[src/rtl/mby_egr_sch_pkg.sv]
// mby_egr_sch_pkg: shared types for the egress-scheduler winner sink.
// Revision: 1.0
`default_nettype none

package mby_egr_sch_pkg;

    localparam int EGR_SCH_WIDTH    = 16;
    localparam int EGR_SCH_MAX_COST = 160;
    localparam int EGR_SCH_PAYLOAD  = 16;
    localparam int EGR_SCH_PW       = $clog2(EGR_SCH_WIDTH);
    localparam int EGR_SCH_CW       = $clog2(EGR_SCH_MAX_COST);

    typedef enum logic [1:0] {
        ST_INIT = 2'd0,
        ST_RUN  = 2'd1,
        ST_HOLD = 2'd2
    } egr_sch_win_sink_state_e;

    typedef struct packed {
        logic [EGR_SCH_PW-1:0]      port;
        logic [EGR_SCH_CW-1:0]      cost;
        logic [EGR_SCH_PAYLOAD-1:0] payload;
    } egr_sch_win_entry_t;

endpackage

`default_nettype wire

[src/rtl/mby_egr_sch_win_fifo.sv]
// mby_egr_sch_win_fifo: DEPTH-entry flop FIFO holding accepted grants; no pass-through.
// Revision: 1.0
`default_nettype none

module mby_egr_sch_win_fifo #(
    parameter int  DW    = 8,
    parameter int  DEPTH = 4,
    localparam int AW    = $clog2(DEPTH)
) (
    input  logic          clk,
    input  logic          reset,
    input  logic          push_i,
    input  logic [DW-1:0] push_data_i,
    input  logic          pop_i,
    output logic [DW-1:0] rd_data_o,
    output logic [AW:0]   count_o,
    output logic          empty_o
);

    logic [DW-1:0] mem_q [DEPTH];
    logic [AW-1:0] wr_ptr_q;
    logic [AW-1:0] rd_ptr_q;
    logic [AW:0]   count_q;
    logic          full;
    logic          push_ok;
    logic          pop_ok;

    assign full    = (count_q == (AW+1)'(DEPTH));
    assign empty_o = (count_q == '0);
    assign push_ok = push_i && !full;
    assign pop_ok  = pop_i && !empty_o;

    // Pointers wrap naturally because DEPTH is a power of two.
    always_ff @(posedge clk or posedge reset) begin
        if (reset) begin
            for (int i = 0; i < DEPTH; i++) begin
                mem_q[i] <= '0;
            end
            wr_ptr_q <= '0;
            rd_ptr_q <= '0;
            count_q  <= '0;
        end else begin
            if (push_ok) begin
                mem_q[wr_ptr_q] <= push_data_i;
                wr_ptr_q        <= wr_ptr_q + AW'(1);
            end
            if (pop_ok) begin
                rd_ptr_q <= rd_ptr_q + AW'(1);
            end
            case ({push_ok, pop_ok})
                2'b10:   count_q <= count_q + (AW+1)'(1);
                2'b01:   count_q <= count_q - (AW+1)'(1);
                default: count_q <= count_q;
            endcase
        end
    end

    assign rd_data_o = mem_q[rd_ptr_q];
    assign count_o   = count_q;

endmodule

`default_nettype wire

[src/rtl/mby_egr_sch_win_sink.sv]
// mby_egr_sch_win_sink: credit- and space-gated consumer of the scheduler winner.
// Optional checker build macro: MBY_EGR_SCH_WIN_SINK_CHK_EN. Revision: 1.0
`default_nettype none

module mby_egr_sch_win_sink
    import mby_egr_sch_pkg::*;
#(
    parameter int  WIDTH      = 16,
    parameter int  MAX_COST   = 160,
    parameter int  PAYLOAD    = 16,
    parameter int  DEPTH      = 4,
    parameter int  CREDIT_MAX = 1023,
    localparam int CW         = $clog2(MAX_COST),
    localparam int PW         = $clog2(WIDTH),
    localparam int CRW        = $clog2(CREDIT_MAX + 1)
) (
    input  logic               clk,
    input  logic               reset,
    input  logic [WIDTH-1:0]   win,
    input  logic [CW-1:0]      win_cost,
    input  logic [PAYLOAD-1:0] win_payload,
    output logic               pop,
    output logic               out_valid,
    input  logic               out_ready,
    output logic [PW-1:0]      out_port,
    output logic [CW-1:0]      out_cost,
    output logic [PAYLOAD-1:0] out_payload,
    input  logic               credit_return,
    input  logic [CRW-1:0]     credit_return_amt,
    output logic [CRW-1:0]     credit_avail,
    input  logic [CRW-1:0]     cfg_credit_init,
    input  logic               cfg_hold,
    output logic               err_onehot,
    output logic               err_credit_ovf
);

    localparam int CNTW = $clog2(DEPTH) + 1;
    localparam int DW   = PW + CW + PAYLOAD;

    egr_sch_win_sink_state_e state_q, state_d;
    logic [CRW-1:0]  credit_q, credit_d;
    logic [CRW:0]    cost_ext;
    logic [CRW:0]    credit_sum;
    logic            credit_sat;
    logic            credit_ok;
    logic [PW-1:0]   port_enc;
    logic [CNTW-1:0] fifo_count;
    logic            fifo_empty;
    logic [DW-1:0]   fifo_rd_data;

    // Scanning from the top down leaves the lowest set index.
    always_comb begin
        port_enc = '0;
        for (int i = WIDTH - 1; i >= 0; i--) begin
            if (win[i]) begin
                port_enc = PW'(i);
            end
        end
    end

    assign cost_ext  = (CRW+1)'(win_cost);
    assign credit_ok = ({1'b0, credit_q} >= cost_ext);

    always_comb begin
        state_d = state_q;
        pop     = 1'b0;
        case (state_q)
            ST_INIT: state_d = ST_RUN;
            ST_RUN: begin
                if (cfg_hold) begin
                    state_d = ST_HOLD;
                end
                pop = (|win) && (fifo_count < CNTW'(DEPTH)) && credit_ok;
            end
            ST_HOLD: begin
                if (!cfg_hold) begin
                    state_d = ST_RUN;
                end
            end
            default: state_d = ST_INIT;
        endcase
    end

    always_ff @(posedge clk or posedge reset) begin
        if (reset) begin
            state_q <= ST_INIT;
        end else begin
            state_q <= state_d;
        end
    end

    // One spare bit keeps the return-plus-balance sum from wrapping before saturation.
    assign credit_sum = {1'b0, credit_q}
                      + (credit_return ? {1'b0, credit_return_amt} : '0)
                      - (pop ? cost_ext : '0);
    assign credit_sat = (credit_sum > (CRW+1)'(CREDIT_MAX));

    always_comb begin
        credit_d = credit_sum[CRW-1:0];
        if (state_q == ST_INIT) begin
            credit_d = cfg_credit_init;
        end else if (credit_sat) begin
            credit_d = CRW'(CREDIT_MAX);
        end
    end

    always_ff @(posedge clk or posedge reset) begin
        if (reset) begin
            credit_q <= '0;
        end else begin
            credit_q <= credit_d;
        end
    end

    assign credit_avail = credit_q;

    mby_egr_sch_win_fifo #(
        .DW    (DW),
        .DEPTH (DEPTH)
    ) u_fifo (
        .clk         (clk),
        .reset       (reset),
        .push_i      (pop),
        .push_data_i ({port_enc, win_cost, win_payload}),
        .pop_i       (out_valid && out_ready),
        .rd_data_o   (fifo_rd_data),
        .count_o     (fifo_count),
        .empty_o     (fifo_empty)
    );

    assign out_valid = !fifo_empty;
    assign {out_port, out_cost, out_payload} = fifo_rd_data;

`ifdef MBY_EGR_SCH_WIN_SINK_CHK_EN
    logic err_onehot_q;
    logic err_ovf_q;
    logic multi_hot;

    assign multi_hot = |(win & (win - WIDTH'(1)));

    always_ff @(posedge clk or posedge reset) begin
        if (reset) begin
            err_onehot_q <= 1'b0;
            err_ovf_q    <= 1'b0;
        end else begin
            if (multi_hot) begin
                err_onehot_q <= 1'b1;
            end
            if ((state_q != ST_INIT) && credit_sat) begin
                err_ovf_q <= 1'b1;
            end
        end
    end

    assign err_onehot     = err_onehot_q;
    assign err_credit_ovf = err_ovf_q;
`else
    assign err_onehot     = 1'b0;
    assign err_credit_ovf = 1'b0;
`endif

endmodule

`default_nettype wire

[config.mk]
export PLATFORM = sky130hd
export DESIGN_NAME = mby_egr_sch_win_sink
export DESIGN_NICKNAME = d
export VERILOG_FILES = /design/src/rtl/mby_egr_sch_pkg.sv /design/src/rtl/mby_egr_sch_win_fifo.sv /design/src/rtl/mby_egr_sch_win_sink.sv
export SDC_FILE = /design/constraint.sdc
export NUM_CORES = 1
export LEC_CHECK = 0
export CAP_MARGIN = 10
export CORE_UTILIZATION = 41
export CTS_BUF_LIST = sky130_fd_sc_hd__clkbuf_16
export CTS_CLUSTER_DIAMETER = 150
export CTS_CLUSTER_SIZE = 10
export DETAILED_ROUTE_END_ITERATION = 10
export DONT_BUFFER_PORTS = 1
export HOLD_SLACK_MARGIN = 0.08
export MAX_ROUTING_LAYER = met4
export PLACE_DENSITY = 0.65
export RECOVER_POWER = 25
export SLEW_MARGIN = 20
export SYNTH_ARGS = -nofsm -noshare
export SYNTH_HDL_FRONTEND = slang
export SYNTH_SLANG_ARGS = --single-unit
[constraint.sdc]
create_clock -name clk -period 5.35 [get_ports clk]
set_input_delay 0.8025 -clock clk [delete_from_list [all_inputs] [get_ports clk]]
set_output_delay 0.8025 -clock clk [all_outputs]
set_load 0.1 [all_outputs]
; ---- Word-level counts from Yosys, hierarchy flattened
; Index checks and enable logic that the tools add are counted.
[totals]
out_inout_bits = 42
reg_bits = 131
input_bits = 65
elab_cells = 74
[op_classes]
n_reduce_logical = 13
n_mux = 31
addsub = 6
n_bitwise = 2
eq_ne = 7
order_cmp = 6
[op_table]
columns = op, n
row1 = $bwmux W112, 1
row2 = $mux W28, 3
row3 = $mux W4, 16
row4 = $bmux W28 S2, 1
row5 = $demux W28 S2, 1
row6 = $mux W10, 3
row7 = $reduce_or A16 Y1, 1
row8 = $add A10 B10 Y11, 1
row9 = $gt A11 B10 Y1 const B, 1
row10 = $sub A11 B8 Y11, 1
row11 = $ge A10 B8 Y1, 1
row12 = $mux W8, 1
row13 = $ge A3 B3 Y1 const B, 2
row14 = $logic_and A1 B1 Y1, 6
row15 = $not A2 Y3, 2
row16 = $pmux W2 S3, 1
row17 = $pmux W3 S2, 1
row18 = $add A2 B1 Y2 const B, 2
row19 = $eq A2 B1 Y1 const B, 2
row20 = $eq A2 B2 Y1 const B, 2
row21 = $mux W2, 2
row22 = $ne A2 B2 Y1 const B, 2
row23 = $add A3 B1 Y3 const B, 1
row24 = $eq A3 B3 Y1 const B, 1
row25 = other kinds (9), 10

; ---- Longest topological paths before layout
; Gate-level depths: netlist of run 1.
[depth]
ltp_word = 17
mapped_depth = 19
ltp_nobuf = 18

; ---- Hierarchy
; From an unflattened synthesis of run 1, not the netlist that was laid out.
[unflattened]
hier_cells = 520
area_unflattened_um2 = 6950.4
[by_module_without_submodules]
columns = mod, cells_each, area_per_inst_um2, n_inst, seq_area_each_um2
row1 = mby_egr_sch_win_fifo, 307, 5256.3, 1, 2977.9
row2 = mby_egr_sch_win_sink, 213, 1694.1, 1, 300.3

; ---- Worst setup path after synthesis of run 1
; No wires, ideal clock.
[synth_path]
kind = flip-flop to flip-flop
start = register credit_q[7], in the netlist credit_avail[7]
end = register credit_q[0], in the netlist credit_avail[0]
path_buffers = 1
path_stages_with_launch = 19
synth_period_minus_slack_ps = 4594
required_time_ps = 5228
path_slack_ps = 756
setup_ps = 122
arrival_time_ps = 4473
path_cell_list = dfrtp_1 ha_1 and4_1 a32oi_1 o21ai_0 o31a_2 buf_6 and2_2 ha_1 inv_1 ha_1 inv_1 fa_1 nand2b_1 a21oi_1 nor2_1 a32oi_1 nand3_1 o22a_1
[synth_via]
elab_chain_cells = 8
elab_cells_between_ends = 9
cone_classes = add/sub (2) / order compare (2) / mux (4) / reduce/logical (1)
[synth_rtl]
columns = element, line
row1 = from (decl), mby_egr_sch_win_sink.sv:41  ; logic [CRW-1:0] credit_q, credit_d;
row2 = from (signal assigned), mby_egr_sch_win_sink.sv:111  ; credit_q <= credit_d;
row3 = $ge A10 B8 Y1 *, mby_egr_sch_win_sink.sv:62  ; assign credit_ok = ({1'b0, credit_q} >= cost_ext);
row4 = $logic_and A1 B1 Y1 *, mby_egr_sch_win_sink.sv:73  ; pop = (|win) && (fifo_count < CNTW'(DEPTH)) && credit_ok;
row5 = $mux W1 *, mby_egr_sch_win_sink.sv:67  ; case (state_q)
row6 = named net pop, mby_egr_sch_win_sink.sv:22  ; output logic pop,
row7 = $mux W8 *, mby_egr_sch_win_sink.sv:95  ; - (pop ? cost_ext : '0);
row8 = $sub A11 B8 Y11 *, mby_egr_sch_win_sink.sv:95
row9 = $gt A11 B10 Y1, mby_egr_sch_win_sink.sv:96  ; assign credit_sat = (credit_sum > (CRW+1)'(CREDIT_MAX));
row10 = $mux W10 *, mby_egr_sch_win_sink.sv:102  ; end else if (credit_sat) begin
row11 = $mux W10 *, mby_egr_sch_win_sink.sv:100  ; if (state_q == ST_INIT) begin
row12 = named net credit_d[0], mby_egr_sch_win_sink.sv:41
; Mark *: on every way through the listed nets, which the timed path passes. The rest lies on a longest branch.
; A chain may end at the register's enable or synchronous reset.

; ---- Worst setup path in the final report of run 1
[layout_path]
start = register credit_q[1], in the netlist credit_avail[1]
end = register credit_q[0], in the netlist credit_avail[0]
[layout_via]
elab_chain_cells = 8
elab_cells_between_ends = 9
cone_classes = add/sub (2) / order compare (2) / mux (4) / reduce/logical (1)
[layout_rtl]
columns = element, line
row1 = $ge A10 B8 Y1, mby_egr_sch_win_sink.sv:62
row2 = $logic_and A1 B1 Y1, mby_egr_sch_win_sink.sv:73
row3 = $mux W1, mby_egr_sch_win_sink.sv:67
row4 = $mux W8, mby_egr_sch_win_sink.sv:95
row5 = $sub A11 B8 Y11 *, mby_egr_sch_win_sink.sv:95
row6 = $gt A11 B10 Y1, mby_egr_sch_win_sink.sv:96
row7 = $mux W10 *, mby_egr_sch_win_sink.sv:102
row8 = $mux W10 *, mby_egr_sch_win_sink.sv:100
row9 = named net credit_d[0], mby_egr_sch_win_sink.sv:41
; Marked as above.

==> flow_summary.json, run 1 <==
{
  "critical_path_class": "reg -> reg",
  "drive_gt1_share_pct": 35.0,
  "synth-async-reset-ratio_pct": 100,
  "cts_setup_buffers": 0,
  "fill_cells": 1499,
  "syn_area_per_cell_um2": 13.7,
  "clock_sinks": 131,
  "grt_max_degree": 77,
  "synth_seq_cells": 131,
  "cts_root_buffer": "clkbuf_16",
  "yosys-top-cells-count": "dfrtp_1 (131), mux2_2 (89), inv_1 (46), mux4_2 (28), ha_1 (26)",
  "synth_flop_cell": "dfrtp_1",
  "core-area_mm2": 0.0166,
  "placed_cell_area_mm2": 0.00715,
  "yosysSeqAreaShare_pct": 47.1,
  "cp.depth": 16,
  "clk_path_buf_depth": 2,
  "drv_cap": 1,
  "wl_um": 14900,
  "cts_resized": 0,
  "cts_made_buffers": 17,
  "min_path_type": "in -> reg",
  "violations": "max-capacitance violations, max-slew violations",
  "path_clk_slew_ps": 50,
  "yosysWarnings": 0,
  "cp-end-kind": "flip-flop",
  "fin_nets": 619,
  "required_ps": 5650,
  "syn2layout_area_growth_pct": 10.7,
  "fin_setup_tns_ps": 0,
  "place.gp.congestion": 0.878,
  "status": "complete, but fails checks",
  "cts_tree": "done",
  "worst_pin_slew_ps": 3390,
  "dr.pass1.iters": 4,
  "yosysMostFrequentCell": "dfrtp_1",
  "via_per_inst": 5.45,
  "rsz0062_at_grt": "false",
  "num_rows": 47,
  "max_stage_delay_ps": 560,
  "fin_skew_ps": 6.61,
  "wl_per_cell_um": 19.9,
  "route.detailed.drc": 0,
  "via_count": 4100,
  "die_area_mm2": 0.0175,
  "synth_edf_count": 0,
  "port_buffers": 0,
  "cp_slowest_cell": "fa_1",
  "slew_viol_final": 77,
  "die_y_um": 132,
  "reg2regPathDepth": 16,
  "hpwl_um": 10000,
  "insertion_delay_ps": 420,
  "fin_crit_ps": 4530,
  "crit_buf_inv": 3,
  "first_global_vias": 4474,
  "finalSetupViolations": 0,
  "crit_path_max_fanout": 10,
  "synthDistinctLibCells": 48,
  "path_delay_family": "adder cells",
  "hold_violations": 0,
  "critPathLaunchType": "flip-flop",
  "yosysTopAreaCell": "dfrtp_1",
  "io_pins": 107,
  "hold_buffers": 0,
  "finalInstanceArea_mm2": 0.00770,
  "start_util_pct": 42.0,
  "cp_cell_sequence": "buf_4, ha_1, a31oi_1, o21ai_0, o31a_2, buf_4, nand2_1, fa_1, inv_1, fa_1, nand2b_1, a21oi_1, nor2_1, a32oi_1, nand3_1, o22a_1",
  "arrival_ps": 4830,
  "ant_nets": 0,
  "htreeDepth": 4,
  "diodes": 0,
  "yosysTopAreaCellShare_pct": 47.1,
  "holdPathStages": 1,
  "grt_usage_pct": 19.2,
  "grt-ovfl-total": 0,
  "post-route-period-util_pct": 84.7,
  "maxSlewHeadroom_pct": -127,
  "fmax_mhz": 221,
  "drt_iter0_markers": 167,
  "synth.area.top_cells": "dfrtp_1 (47%), mux2_2 (14%), mux4_2 (9.1%)",
  "synth_area_mm2": 0.00696,
  "syn_inst": 508,
  "antenna_found_initial": 0,
  "grt_pass1_wl_um": 24500,
  "die_x_um": 132
}
metal layers:
| layer | part of all wire (%) | GRT usage (%) |
|---|---|---|
| met5 | 0 | - |
| met4 | 2.1 | 7.34 |
| met3 | 5.6 | 5.50 |
| met2 | 50 | 30.7 |
| met1 | 43 | 23.0 |
stage by stage:
step | util [%] | setup slack [ps] | hold slack [ps] | std cells
floorplan | - | 756 | 456 | 509
global placement | 43.1 | 724 | 478 | 720
detailed placement | 43.1 | 539 | 482 | 720
CTS | 46.4 | 819 | 464 | 752
global route | 46.4 | 554 | 499 | 752
finish | 46.4 | 819 | 479 | 752
worst reg2reg max path: stages (launching register included):
cell      delay (ps)
dfrtp_1          350
buf_4            230
ha_1             310
a31oi_1           90
o21ai_0          190
o31a_2           200
buf_4            350
nand2_1          140
fa_1             560
inv_1             70
fa_1             470
nand2b_1         180
a21oi_1          240
nor2_1           100
a32oi_1          320
nand3_1          320
o22a_1           270
flip-flops by register name, summed over array words and instances, names as in the netlist:
| register | cells |
|---|---|
| state_q | 2 |
| u_fifo.count_o | 3 |
| u_fifo.wr_ptr_q | 2 |
| u_fifo.mem_q | 112 |
| u_fifo.rd_ptr_q | 2 |
| credit_avail | 10 |
cell type report:
type	count	area [um^2]	area share, %
flip-flops and latches	131	3280	42.6
multi-input cells	309	3310	43.0
repair buffers	14	105	1.36
clock inverters	15	128	1.66
well taps	220	275	3.57
inverters	46	174	2.26
clock buffers	17	425	5.52
path summary, 6_finish.rpt:
| check | slack, ps | endpoint | startpoint |
|---|---|---|---|
| setup / recovery | 820 | credit_avail[0] | credit_avail[1] |
| setup reg to reg | 820 | credit_avail[0] | credit_avail[1] |
| hold / removal | 480 | state_q[0] | cfg_hold |
| min in group asynchronous | 1250 | u_fifo.mem_q[68] | reset |
| hold reg to reg | 490 | u_fifo.count_o[2] | u_fifo.count_o[2] |
| max in group asynchronous | 2260 | u_fifo.mem_q[43] | reset |
cells by family (layout without fill, tap and decap cells):
group / Yosys count / in the layout / synth area share, %
adders and majority gates: 35 / 35 / 7.26
AOI/OAI and AO/OA: 49 / 49 / 5.18
buffers and inverters: 69 / 92 / 5.32
other: 1 / 2 / 0.0539
DFF: 131 / 131 / 47.1
and+or+nand+nor: 67 / 67 / 4.89
xor gates and xnor gates: 15 / 15 / 1.89
muxes: 141 / 141 / 28.3
cells in the final DEF (no fill, tap or decap), types with 2 or more instances in the layout:
| master | instances |
|---|---|
| a211o_1 | 3 |
| a21o_1 | 6 |
| a21oi_1 | 8 |
| a31oi_1 | 2 |
| a32oi_1 | 2 |
| and2_1 | 6 |
| and2_2 | 4 |
| buf_4 | 14 |
| bufinv_16 | 2 |
| clkbuf_16 | 17 |
| clkinv_1 | 4 |
| clkinv_4 | 2 |
| clkinvlp_4 | 2 |
| conb_1 | 2 |
| dfrtp_1 | 130 |
| fa_1 | 9 |
| ha_1 | 26 |
| inv_1 | 49 |
| mux2_2 | 89 |
| mux2_4 | 19 |
| mux2i_1 | 5 |
| mux4_2 | 28 |
| nand2_1 | 19 |
| nand2b_1 | 3 |
| nand3_1 | 5 |
| nor2_1 | 15 |
| nor3_1 | 4 |
| nor4_1 | 4 |
| o21ai_0 | 6 |
| o22a_1 | 9 |
| o31ai_1 | 4 |
| xnor2_1 | 8 |
| xor2_1 | 7 |
Power of run 1 is left out: the tool's default activity adds up to more than one toggle a clock period on the data nets, which glitch-free logic cannot reach.
==> run 2, diff against run 1 <==
--- a/config.mk
+++ b/config.mk
@@ -5,6 +5,7 @@
 export SDC_FILE = /design/constraint.sdc
 export NUM_CORES = 1
 export LEC_CHECK = 0
+export ABC_AREA = 1
 export CAP_MARGIN = 10
 export CORE_UTILIZATION = 41
 export CTS_BUF_LIST = sky130_fd_sc_hd__clkbuf_16
==> constraint.sdc (replaced) <==
create_clock -name clk -period 4.4 [get_ports clk]
set_input_delay 0.66 -clock clk [delete_from_list [all_inputs] [get_ports clk]]
set_output_delay 0.66 -clock clk [all_outputs]
set_load 0.1 [all_outputs]
==> flow_summary.json, run 2 <==
{
  "yosysWarnings": 0,
  "synth_area_mm2": 0.00724,
  "grt-ovfl-total": 0,
  "clk_path_buf_depth": 2,
  "drive_gt1_share_pct": 22.8,
  "synth_seq_cells": 131,
  "dr.pass1.iters": 4,
  "hold_violations": 0,
  "cp-end-kind": "flip-flop",
  "core-area_mm2": 0.0173,
  "violations": "max-capacitance violations, max-slew violations",
  "synth_flop_cell": "dfrtp_1",
  "yosysSeqAreaShare_pct": 45.3,
  "via_count": 5619,
  "fin_nets": 970,
  "cts_tree": "done",
  "cp_common_cell": "nand2_1",
  "yosysTopAreaCell": "dfrtp_1",
  "slew_viol_final": 132,
  "htreeDepth": 4,
  "die_y_um": 135,
  "grt_pass1_wl_um": 27600,
  "ff2ff_setup_slack_ps": 530,
  "synth-async-reset-ratio_pct": 100,
  "via_per_inst": 5.07,
  "fin_skew_ps": 5.44,
  "cts_root_buffer": "clkbuf_16",
  "cts_setup_buffers": 0,
  "status": "complete, but fails checks",
  "antenna_found_initial": 0,
  "ant_nets": 0,
  "die_area_mm2": 0.0182,
  "syn_inst": 846,
  "die_x_um": 135,
  "fin_crit_ps": 3870,
  "rr_startpoint": "credit_avail[7]",
  "max_stage_delay_ps": 550,
  "largest_reg_flops": 112,
  "synth_edf_count": 0,
  "holdPathStages": 2,
  "wl_per_cell_um": 15.2,
  "required_ps": 4710,
  "rsz0062_at_grt": "false",
  "cts_resized": 0,
  "wl_um": 16900,
  "route.detailed.drc": 0,
  "port_buffers": 0,
  "syn_area_per_cell_um2": 8.56,
  "yosys-top-cells-count": "nand2_1 (165), dfrtp_1 (131), o21ai_0 (106), inv_1 (97), nor2_1 (89)",
  "grt_usage_pct": 20.3,
  "worstHoldEndpoint": "state_q[1]",
  "io_pins": 107,
  "r2r_end": "credit_avail[9]",
  "yosysTopAreaCellShare_pct": 45.3,
  "fmax_mhz": 259,
  "synthDistinctLibCells": 42,
  "critPathLaunchType": "flip-flop",
  "crit_path_max_fanout": 8,
  "worst_pin_slew_ps": 3270,
  "finalSetupViolations": 0,
  "first_global_vias": 5573,
  "hpwl_um": 10600,
  "final_common_cell": "nand2_1",
  "fin_setup_tns_ps": 0,
  "critical_path_class": "reg -> reg",
  "final_cell_mix": "nand2_1 (165), dfrtp_1 (122), o21ai_0 (106)",
  "drv_cap": 1,
  "yosysMostFrequentCell": "nand2_1",
  "cp_slowest_cell": "fa_1",
  "cts_made_buffers": 17,
  "num_rows": 48,
  "hold_path.startpoint": "cfg_hold",
  "place.gp.congestion": 0.843,
  "drt_iter0_markers": 395,
  "start_util_pct": 41.9,
  "maxSlewHeadroom_pct": -118,
  "grt_max_degree": 132,
  "syn2layout_area_growth_pct": 15.1,
  "cp_cell_sequence": "ha_1, nand2_1, nor4_1, nand2_1, nand4_1, nand2_2, clkinvlp_4, nand2_1, fa_1, inv_1, fa_1, inv_1, a21oi_1, nor2_1, nand3_1, nand3_1, nand2_1, inv_1, nand2_1, nand2_1, nand2_1",
  "synth.area.top_cells": "dfrtp_1 (45%), nand2_1 (8.6%), o21ai_0 (7.3%)",
  "diodes": 0,
  "hold_buffers": 0,
  "min_path_type": "in -> reg",
  "clock_sinks": 131,
  "reg2regPathDepth": 21,
  "insertion_delay_ps": 420,
  "regMostFlops": "u_fifo.mem_q",
  "arrival_ps": 4170,
  "post-route-period-util_pct": 87.8,
  "path_clk_slew_ps": 60
}
==> run 2: critical path, delay by kind of cell (launching register included) <==
family                     cells  cell delay, ps
buffers and inverters          4             480
adders and majority gates      3            1310
DFF                            1             420
and+or+nand+nor               13            1440
AOI/OAI and AO/OA              1             100
==> run 2: worst max-delay path by stage <==
| stage | from | endpoint | slack, ps | depth (start not counted) |
|---|---|---|---|---|
| 2_1_floorplan | win_cost[5] | credit_avail[9] | 160 | 23 |
| 3_3_place_gp | win_cost[4] | credit_avail[9] | 300 | 22 |
| 3_5_place_dp | win_cost[4] | credit_avail[9] | 190 | 22 |
| 4_1_cts | credit_avail[7] | credit_avail[9] | 540 | 21 |
| 5_1_grt | credit_avail[7] | credit_avail[9] | 140 | 21 |
| 6_report | credit_avail[7] | credit_avail[9] | 530 | 21 |
==> run 2: routing by layer <==
metal | wire length [um] | GRT usage [%] | vias to the layer above
li1 | - | - | 2796
met1 | 7740 | 25.5 | 2673
met2 | 8040 | 31.8 | 135
met3 | 864 | 5.22 | 15
met4 | 233 | 6.55 | 0
met5 | 0 | - | -
==> run 2: cells by family (layout without fill, tap and decap cells) <==
family / count (synthesis) / in the layout / synth area share [%]
xor+xnor: 9 / 9 / 1.09
compound gates: 227 / 227 / 19.4
other cells: 1 / 2 / 0.0518
fa+ha+maj: 35 / 35 / 6.98
simple gates: 299 / 299 / 17.5
buf+inv: 144 / 180 / 9.75
flops: 131 / 131 / 45.3
==> run 2: layout make-up <==
class	instances	area, um^2
clock inverters	15	155
repair buffers	46	343
flip-flops and latches	131	3290
clock buffers	17	425
well taps	225	282
inverters	102	403
multi-input cells	572	3440
fillers	1688	8960
==> run 2: through the flow <==
stage | cells | util (%) | worst slack (ps) | area (um^2) | hold slack, ps
6_report | 1108 | 48.2 | 535 | 8330 | 352
5_1_grt | 1108 | 48.2 | 140 | 8330 | 349
4_1_cts | 1108 | 48.3 | 543 | 8350 | 335
3_5_place_dp | 1076 | 44.9 | 186 | 7770 | 460
3_3_place_gp | 1076 | 44.9 | 297 | 7770 | 461
2_1_floorplan | 847 | - | 158 | 7260 | 444
Power of run 2 is left out for the same reason.
==> run 3, diff against run 2 <==
--- a/config.mk
+++ b/config.mk
@@ -13,7 +13,6 @@
 export CTS_CLUSTER_SIZE = 10
 export DETAILED_ROUTE_END_ITERATION = 10
 export DONT_BUFFER_PORTS = 1
-export HOLD_SLACK_MARGIN = 0.08
 export MAX_ROUTING_LAYER = met4
 export PLACE_DENSITY = 0.65
 export RECOVER_POWER = 25
==> constraint.sdc (replaced) <==
create_clock -name clk -period 4.4 [get_ports clk]
set_input_delay 0 -clock clk [delete_from_list [all_inputs] [get_ports clk]]
set_output_delay 0 -clock clk [all_outputs]
set_load 0.1 [all_outputs]
==> flow_summary.json, run 3 (same netlist as run 2, synthesis figures left out) <==
{
  "die_y_um": 135,
  "regMostFlops": "u_fifo.mem_q",
  "core-area_mm2": 0.0173,
  "clock_sinks": 131,
  "place.gp.congestion": 0.832,
  "drt_iter0_markers": 366,
  "min_path_type": "in -> reg",
  "final_cell_mix": "nand2_1 (165), dfrtp_1 (122), o21ai_0 (106)",
  "final_common_cell": "nand2_1",
  "fill_cells": 1653,
  "critical_path_class": "in -> reg",
  "largest_reg_flops": 112,
  "cts_tree": "done",
  "fin_crit_ps": 3940,
  "grt_usage_pct": 20.6,
  "critPathLaunchType": "input pin",
  "insertion_delay_ps": 420,
  "final_util_pct": 50.4,
  "via_count": 5753,
  "fin_skew_ps": 4.38,
  "rsz0062_at_grt": "false",
  "drive_gt1_share_pct": 20.3,
  "path_clk_slew_ps": 50,
  "hold_ws_ps": -8.94,
  "post-route-period-util_pct": 89.6,
  "cts_resized": 0,
  "grt_pass1_wl_um": 28300,
  "antenna_found_initial": 0,
  "slew_viol_final": 75,
  "first_global_vias": 5749,
  "crit_path_max_fanout": 8,
  "via_per_inst": 4.99,
  "fin_nets": 1015,
  "wl_um": 17000,
  "htreeDepth": 4,
  "arrival_ps": 4240,
  "worst_pin_slew_ps": 2150,
  "hold_buffers": 45,
  "finalSetupViolations": 0,
  "hold_violations": 2,
  "grt_max_degree": 61,
  "ant_nets": 0,
  "required_ps": 4700,
  "io_pins": 107,
  "cp-end-kind": "flip-flop",
  "drv_cap": 2,
  "grt-ovfl-total": 0,
  "hpwl_um": 10700,
  "route.detailed.drc": 0,
  "num_rows": 48,
  "cts_made_buffers": 17,
  "violations": "negative hold slack, max-capacitance violations, max-slew violations",
  "maxSlewHeadroom_pct": -43.2,
  "clk_path_buf_depth": 2,
  "syn2layout_area_growth_pct": 20.4,
  "fin_setup_tns_ps": 0,
  "status": "complete, but fails checks",
  "diodes": 0,
  "die_x_um": 135,
  "dr.pass1.iters": 5,
  "wl_per_cell_um": 14.7,
  "fmax_mhz": 254,
  "start_util_pct": 41.9,
  "cts_setup_buffers": 0,
  "port_buffers": 0,
  "cts_root_buffer": "clkbuf_16",
  "die_area_mm2": 0.0182
}
-- run 3: cell count changes in the layout (fill, tap and decap cells not counted), moves of 3 or more --
cell and change:
dlygate4sd3_1 +45, clkbuf_1 +11, buf_4 -10, clkinv_2 +6
inv_6 -5, clkinvlp_4 -3
-- run 3: area by class of cell --
type                            count  area [um^2]  share of cell area, %
Clock buffer                       17          425                   4.88
Inverter                          102          403                   4.62
Clock inverter                     15          126                   1.45
Tap cell                          225          282                   3.23
Multi-Input combinational cell    572         3440                   39.4
Sequential cell                   131         3290                   37.7
Timing Repair Buffer               91          754                   8.66
-- run 3: path summary, 6_finish.rpt --
| path | cells past startpoint | start | slack (ps) | endpoint |
|---|---|---|---|---|
| setup / recovery | 23 | win[11] | 460 | credit_avail[9] |
| hold / removal | 5 | win[5] | -9 | u_fifo.mem_q[53] |
| min in group asynchronous | 2 | reset | 400 | u_fifo.mem_q[84] |
| setup reg to reg | 17 | credit_avail[3] | 470 | credit_avail[9] |
| hold reg to reg | 2 | u_fifo.mem_q[40] | 470 | u_fifo.mem_q[40] |
| max in group asynchronous | 3 | reset | 1240 | u_fifo.rd_ptr_q[0] |
-- run 3: critical path, cell delays in order --
cell	delay (ps)
dlygate4sd3_1	600
nor4_4	50
dlygate4sd3_1	580
nand2_2	80
nor3_2	40
nor3_1	270
nand2_2	180
clkinvlp_4	180
nand2_1	100
fa_1	420
ha_1	330
a21oi_1	210
o21ai_0	100
a21oi_1	270
nor2_1	100
nand3_1	100
nand2_1	60
nand2_1	50
nand2_1	160
inv_1	150
nand2_1	60
nand2_1	50
nand2_1	60
-- run 3: stage by stage --
stage          hold WS (ps)  setup WS (ps)  instance area, um^2  instances
6_report              -8.94            459                 8720       1153
5_1_grt                36.3            149                 8720       1153
4_1_cts              0.0921            532                 8760       1153
3_5_place_dp          -92.9            627                 7760       1076
3_3_place_gp          -93.4            742                 7760       1076
2_1_floorplan           107            165                 7260        847
-- run 3: routing by layer --
layer  share of wire (%)  vias up  track usage (%)
met5                   0        -                -
met4                 1.5        0             7.68
met3                 3.9       23             4.13
met2                  49      104             33.2
met1                  46     2732             25.6
li1                    -     2894                -
Power of run 3 is left out for the same reason.
